`src/rtl/dual_issue_inst_queue.sv`:
```
// Circular instruction queue between fetch and dual-issue dispatch.
// Fetch pushes up to two {pc, inst} pairs per cycle; dispatch sees a
// two-entry show-ahead window at the head and consumes 0..2 entries.
module dual_issue_inst_queue #(
  parameter int DEPTH  = 16,
  parameter int INST_W = 32,
  parameter int PC_W   = 16
) (
  input  logic                     clk,
  input  logic                     rst,
  input  logic                     flush,
  input  logic [1:0]               enq_valid,
  input  logic [PC_W-1:0]          enq_pc0,
  input  logic [INST_W-1:0]        enq_inst0,
  input  logic [PC_W-1:0]          enq_pc1,
  input  logic [INST_W-1:0]        enq_inst1,
  output logic                     enq_ready,
  input  logic [1:0]               deq_count,
  output logic                     out_valid0,
  output logic [PC_W-1:0]          out_pc0,
  output logic [INST_W-1:0]        out_inst0,
  output logic                     out_valid1,
  output logic [PC_W-1:0]          out_pc1,
  output logic [INST_W-1:0]        out_inst1,
  output logic [$clog2(DEPTH):0]   count
);

  localparam int AW = $clog2(DEPTH);
  localparam int CW = AW + 1;
  localparam int EW = PC_W + INST_W;

  logic [EW-1:0] mem_q [DEPTH];
  logic [AW-1:0] rd_ptr_q, wr_ptr_q;
  logic [CW-1:0] count_q;

  logic [1:0]    n_enq, n_deq, deq_req;
  logic [AW-1:0] wr_p1, rd_p1;

  logic [1:0]         slot_vld;
  logic [1:0][AW-1:0] slot_idx;
  logic [1:0][EW-1:0] slot_dat;

  assign wr_p1 = wr_ptr_q + AW'(1);
  assign rd_p1 = rd_ptr_q + AW'(1);

  // Room for a full pair is judged only from the registered occupancy;
  // a same-cycle dequeue does not free space for this cycle's enqueue.
  assign enq_ready = (count_q <= CW'(DEPTH - 2));

  // Enqueue/dequeue amounts: 2'b10 is treated as no write, deq 3 as 2,
  // and dequeue is clamped to what is actually held.
  always_comb begin
    n_enq = 2'd0;
    case (enq_valid)
      2'b01:   n_enq = 2'd1;
      2'b11:   n_enq = 2'd2;
      default: n_enq = 2'd0;
    endcase
    if (!enq_ready) n_enq = 2'd0;

    deq_req = (deq_count == 2'd3) ? 2'd2 : deq_count;
    n_deq   = deq_req;
    if (CW'(deq_req) > count_q) n_deq = count_q[1:0];
  end

  // Pointer and occupancy state; reset beats flush beats normal traffic.
  always_ff @(posedge clk) begin
    if (rst || flush) begin
      rd_ptr_q <= '0;
      wr_ptr_q <= '0;
      count_q  <= '0;
    end else begin
      rd_ptr_q <= rd_ptr_q + AW'(n_deq);
      wr_ptr_q <= wr_ptr_q + AW'(n_enq);
      count_q  <= count_q + CW'(n_enq) - CW'(n_deq);
    end
  end

  // Storage writes: slot 0 at wr_ptr, slot 1 at the next (wrapping) index.
  always_ff @(posedge clk) begin
    if (!rst && !flush) begin
      if (n_enq != 2'd0) mem_q[wr_ptr_q] <= {enq_pc0, enq_inst0};
      if (n_enq == 2'd2) mem_q[wr_p1]    <= {enq_pc1, enq_inst1};
    end
  end

  assign slot_idx[0] = rd_ptr_q;
  assign slot_idx[1] = rd_p1;
  assign slot_vld[0] = (count_q >= CW'(1));
  assign slot_vld[1] = (count_q >= CW'(2));

  // Head window; invalid slots present zero pc/inst.
  for (genvar s = 0; s < 2; s++) begin : g_slot
    assign slot_dat[s] = slot_vld[s] ? mem_q[slot_idx[s]] : '0;
  end

  assign out_valid0 = slot_vld[0];
  assign out_pc0    = slot_dat[0][EW-1:INST_W];
  assign out_inst0  = slot_dat[0][INST_W-1:0];
  assign out_valid1 = slot_vld[1];
  assign out_pc1    = slot_dat[1][EW-1:INST_W];
  assign out_inst1  = slot_dat[1][INST_W-1:0];
  assign count      = count_q;

endmodule

```
`config.mk`:
```
export PLATFORM = sky130hd
export DESIGN_NAME = dual_issue_inst_queue
export DESIGN_NICKNAME = d
export VERILOG_FILES = /design/src/rtl/dual_issue_inst_queue.sv
export SDC_FILE = /design/constraint.sdc
export NUM_CORES = 2
export LEC_CHECK = 0
export ABC_CLOCK_PERIOD_IN_PS = 5300
export BUFFER_PORTS_ARGS = -buffer_cell sky130_fd_sc_hd__buf_2
export CAP_MARGIN = 30
export CORE_ASPECT_RATIO = 2
export CORE_MARGIN = 2
export CORE_UTILIZATION = 56
export DETAILED_ROUTE_END_ITERATION = 10
export PLACE_DENSITY = 0.74
export SKIP_CTS_REPAIR_TIMING = 1
export SYNTH_ARGS = -nofsm -noshare
export SYNTH_HDL_FRONTEND = slang
export SYNTH_SLANG_ARGS = --single-unit
export TNS_END_PERCENT = 30
```
`constraint.sdc`:
```
create_clock -name clk -period 5.3 [get_ports clk]
set_input_delay 1.06 -clock clk [delete_from_list [all_inputs] [get_ports clk]]
set_output_delay 1.06 -clock clk [all_outputs]
set_load 0.05 [all_outputs]
```
==> metrics.txt <==
Synth Flop Type=edfxtp_1; Total GRT Usage=approximately 34%; Clock Skew=22.8 ps; Setup Total Neg Slack=0 ps; reg2reg end=count[4]; vias in the first global route=between 30000 and 40000; die height=about 400 um; leakage=16.2 nW; area fraction of the dominant cell type after synthesis=50.7%; post-synthesis cell count=2684; Worst Setup End Kind=primary output; Hold Vio Cnt, Final=0; Simple-Gate Fraction of Synth Area=~1.5%; flop-to-flop setup slack=~1800 ps; Port Buffers=about 200; Die X=around 200 um; first-pass GRT wire length=approximately 210 mm; worst skew pair latency=about 660 ps; crit path launch type=flip-flop; start of the worst register-to-register path=count[1]; starting DRC count in detailed routing=between 3000 and 4000; # IOs=207; Routability Congestion=between 0.8 and 0.9; filler instances=~5700; hold_sp=wr_ptr_q[3]; Routed Antenna Nets=0; Yosys warning count=0; gr ovfl total=0; largest area contributor in the netlist=edfxtp_1; Pwr Total=roughly 20 mW; H-tree levels=3; Starting Density=roughly 57%; Final period util=89.6%; sequential fraction of the synthesis area=51.2%; Setup Viol. Count Final=0; CTS tree=built; num rows=around 150; commonest non-fill, non-tap cells in the layout=edfxtp_1 (768), mux2_2 (469), mux4_2 (384); Adder-Cell Fraction of Synth Area=0.643%; Area growth, synth to finish=10.1%; placed cell area=47700 um^2; Worst Tran Pin Value=between 1000 and 1500 ps; Final Max Tran Viols=0; CP arrival=3690 ps; Avg Cell Area, Syn=~17 um^2; Post-synth EDFFs=about 770; Hold Crit Depth=2; clock sinks=a little under 800; Root Buffer=clkbuf_16; Clock Path Buffers=3; Netlist cell types=45; largest net degree at the start of global routing=about 130; cells on worst reg2reg path=14; post-DP HPWL=81.6 mm; largest family of logic cells by synthesized area=multiplexers; Routed WL=about 140 mm; placed cell count=about 3700; layout cells sized above 1=46.7%; routed len/inst=between 30 and 40 um; Worst EP required=between 4000 and 5000 ps; design area=roughly 50000 um^2; maximum VDD drop=between 1 and 1.5 mV; commonest non-fill, non-tap cell in the layout=edfxtp_1; Min Clock Period, post-route=between 4000 and 5000 ps; final cell count without fillers=3856; Place WS=approximately 1200 ps; Max-slew headroom=between 30 and 40%; Mapped Area=approximately 46000 um^2; via count=between 20000 and 30000; Min-Delay Endpoint=wr_ptr_q[3]; DRC viols=0; Synthesized Nets=between 2000 and 3000; RSZ-0062 raised after global routing=no; Reg clk slew, reported paths=around 60 ps; mux share of post-synthesis cell area=between 40% and 50%; leading post-synthesis cells by cell area=edfxtp_1 (51%), mux4_2 (19%), mux2_2 (12%); flops & latches, synth=between 700 and 800; Post-Route Utilization=between 60% and 70%; worst setup margin=~550 ps; Num CTS Buffers=73; max-cap viol count=0; min-delay worst type=reg -> reg; Compound-Gate Fraction of Synth Area=under 10%; Cell Pwr Density=between 300 and 400 nW/um^2; antenna violations before repair=20; ys async rst share=0%; FMAX=~0.21 GHz; status=completed; WHS=631 ps; CP Max Fanout=between 40 and 50; Setup CP Type=reg -> out; Vias/cell=~7.4; Layout Nets=approximately 2900; core area=80400 um^2; full die area=between 80000 and 90000 um^2; Initial DRT Pass Iterations=5; xor/xnor share of the synthesized area=0.135%
cells in the mapped netlist (all sizes together) (13+ instances only):
| master | number |
|---|---|
| inv | 16 |
| mux2 | 768 |
| mux2i | 97 |
| edfxtp | 768 |
| mux4 | 384 |
| clkbuf | 145 |
| dfxtp | 13 |
| nor3 | 48 |
| buf | 168 |
| nor2 | 27 |
| o22ai | 160 |
| ha | 17 |
sequential cells by signal, indices dropped and copies added, names as in the netlist:
name      count
wr_ptr_q      4
count         5
mem_q       768
rd_ptr_q      4
where the power goes:
part	internal, mW	leakage (nW)	switching (mW)
registers	6.86	7.02	0.102
logic	2.28	8.03	5.04
clock network	3.10	1.18	2.40
total	12.2	16.2	7.54
cell families (layout without fill, tap and decap cells):
logic type / after synthesis / after routing
buffers and inverters: 329 / 446
XOR/XNOR: 7 / 7
adder cells (fa/ha/maj): 21 / 21
AND/OR/NAND/NOR: 119 / 119
flip-flops: 781 / 781
AO/OA/AOI/OAI: 178 / 178
multiplexers: 1249 / 1249
other: 0 / 12
worst max-delay path by stage:
stage	slack (ps)	start	end	depth (start not counted)
2_1_floorplan	670	count[4]	mem_q[0][0]	6
3_3_place_gp	1190	rd_ptr_q[1]	out_inst0[27]	5
3_5_place_dp	1210	rd_ptr_q[1]	out_inst0[27]	5
4_1_cts	500	rd_ptr_q[1]	out_inst0[27]	5
5_1_grt	440	rd_ptr_q[1]	out_inst1[27]	6
6_report	550	rd_ptr_q[1]	out_inst1[27]	6
critical path, stage by stage (launching register included):
cell	delay (ps)
dfxtp_4	730
ha_4	810
buf_12	340
mux4_2	270
mux2i_1	80
o22ai_1	360
buf_2	360
layer usage:
metal	part of all wire [%]	track usage, %	routed length [um]	up-vias
met4	5.8	18.5	8340	18
met1	33	41.7	47600	14685
met5	0.077	0	110	-
met3	10	7.09	14700	492
li1	-	-	-	11265
met2	50	57.6	71800	1921
area by class of cell:
type	count	area [um^2]	share of cell area, %
Sequential cell	781	23300	46.5
Multi-Input combinational cell	1574	20800	41.6
Timing Repair Buffer	299	2150	4.29
Clock buffer	92	1980	3.96
Tap cell	1043	1310	2.60
Clock inverter	39	429	0.856
Inverter	16	60.1	0.120
Antenna cell	12	30.0	0.0599
Note: power is estimated with default switching activity, not from simulation.
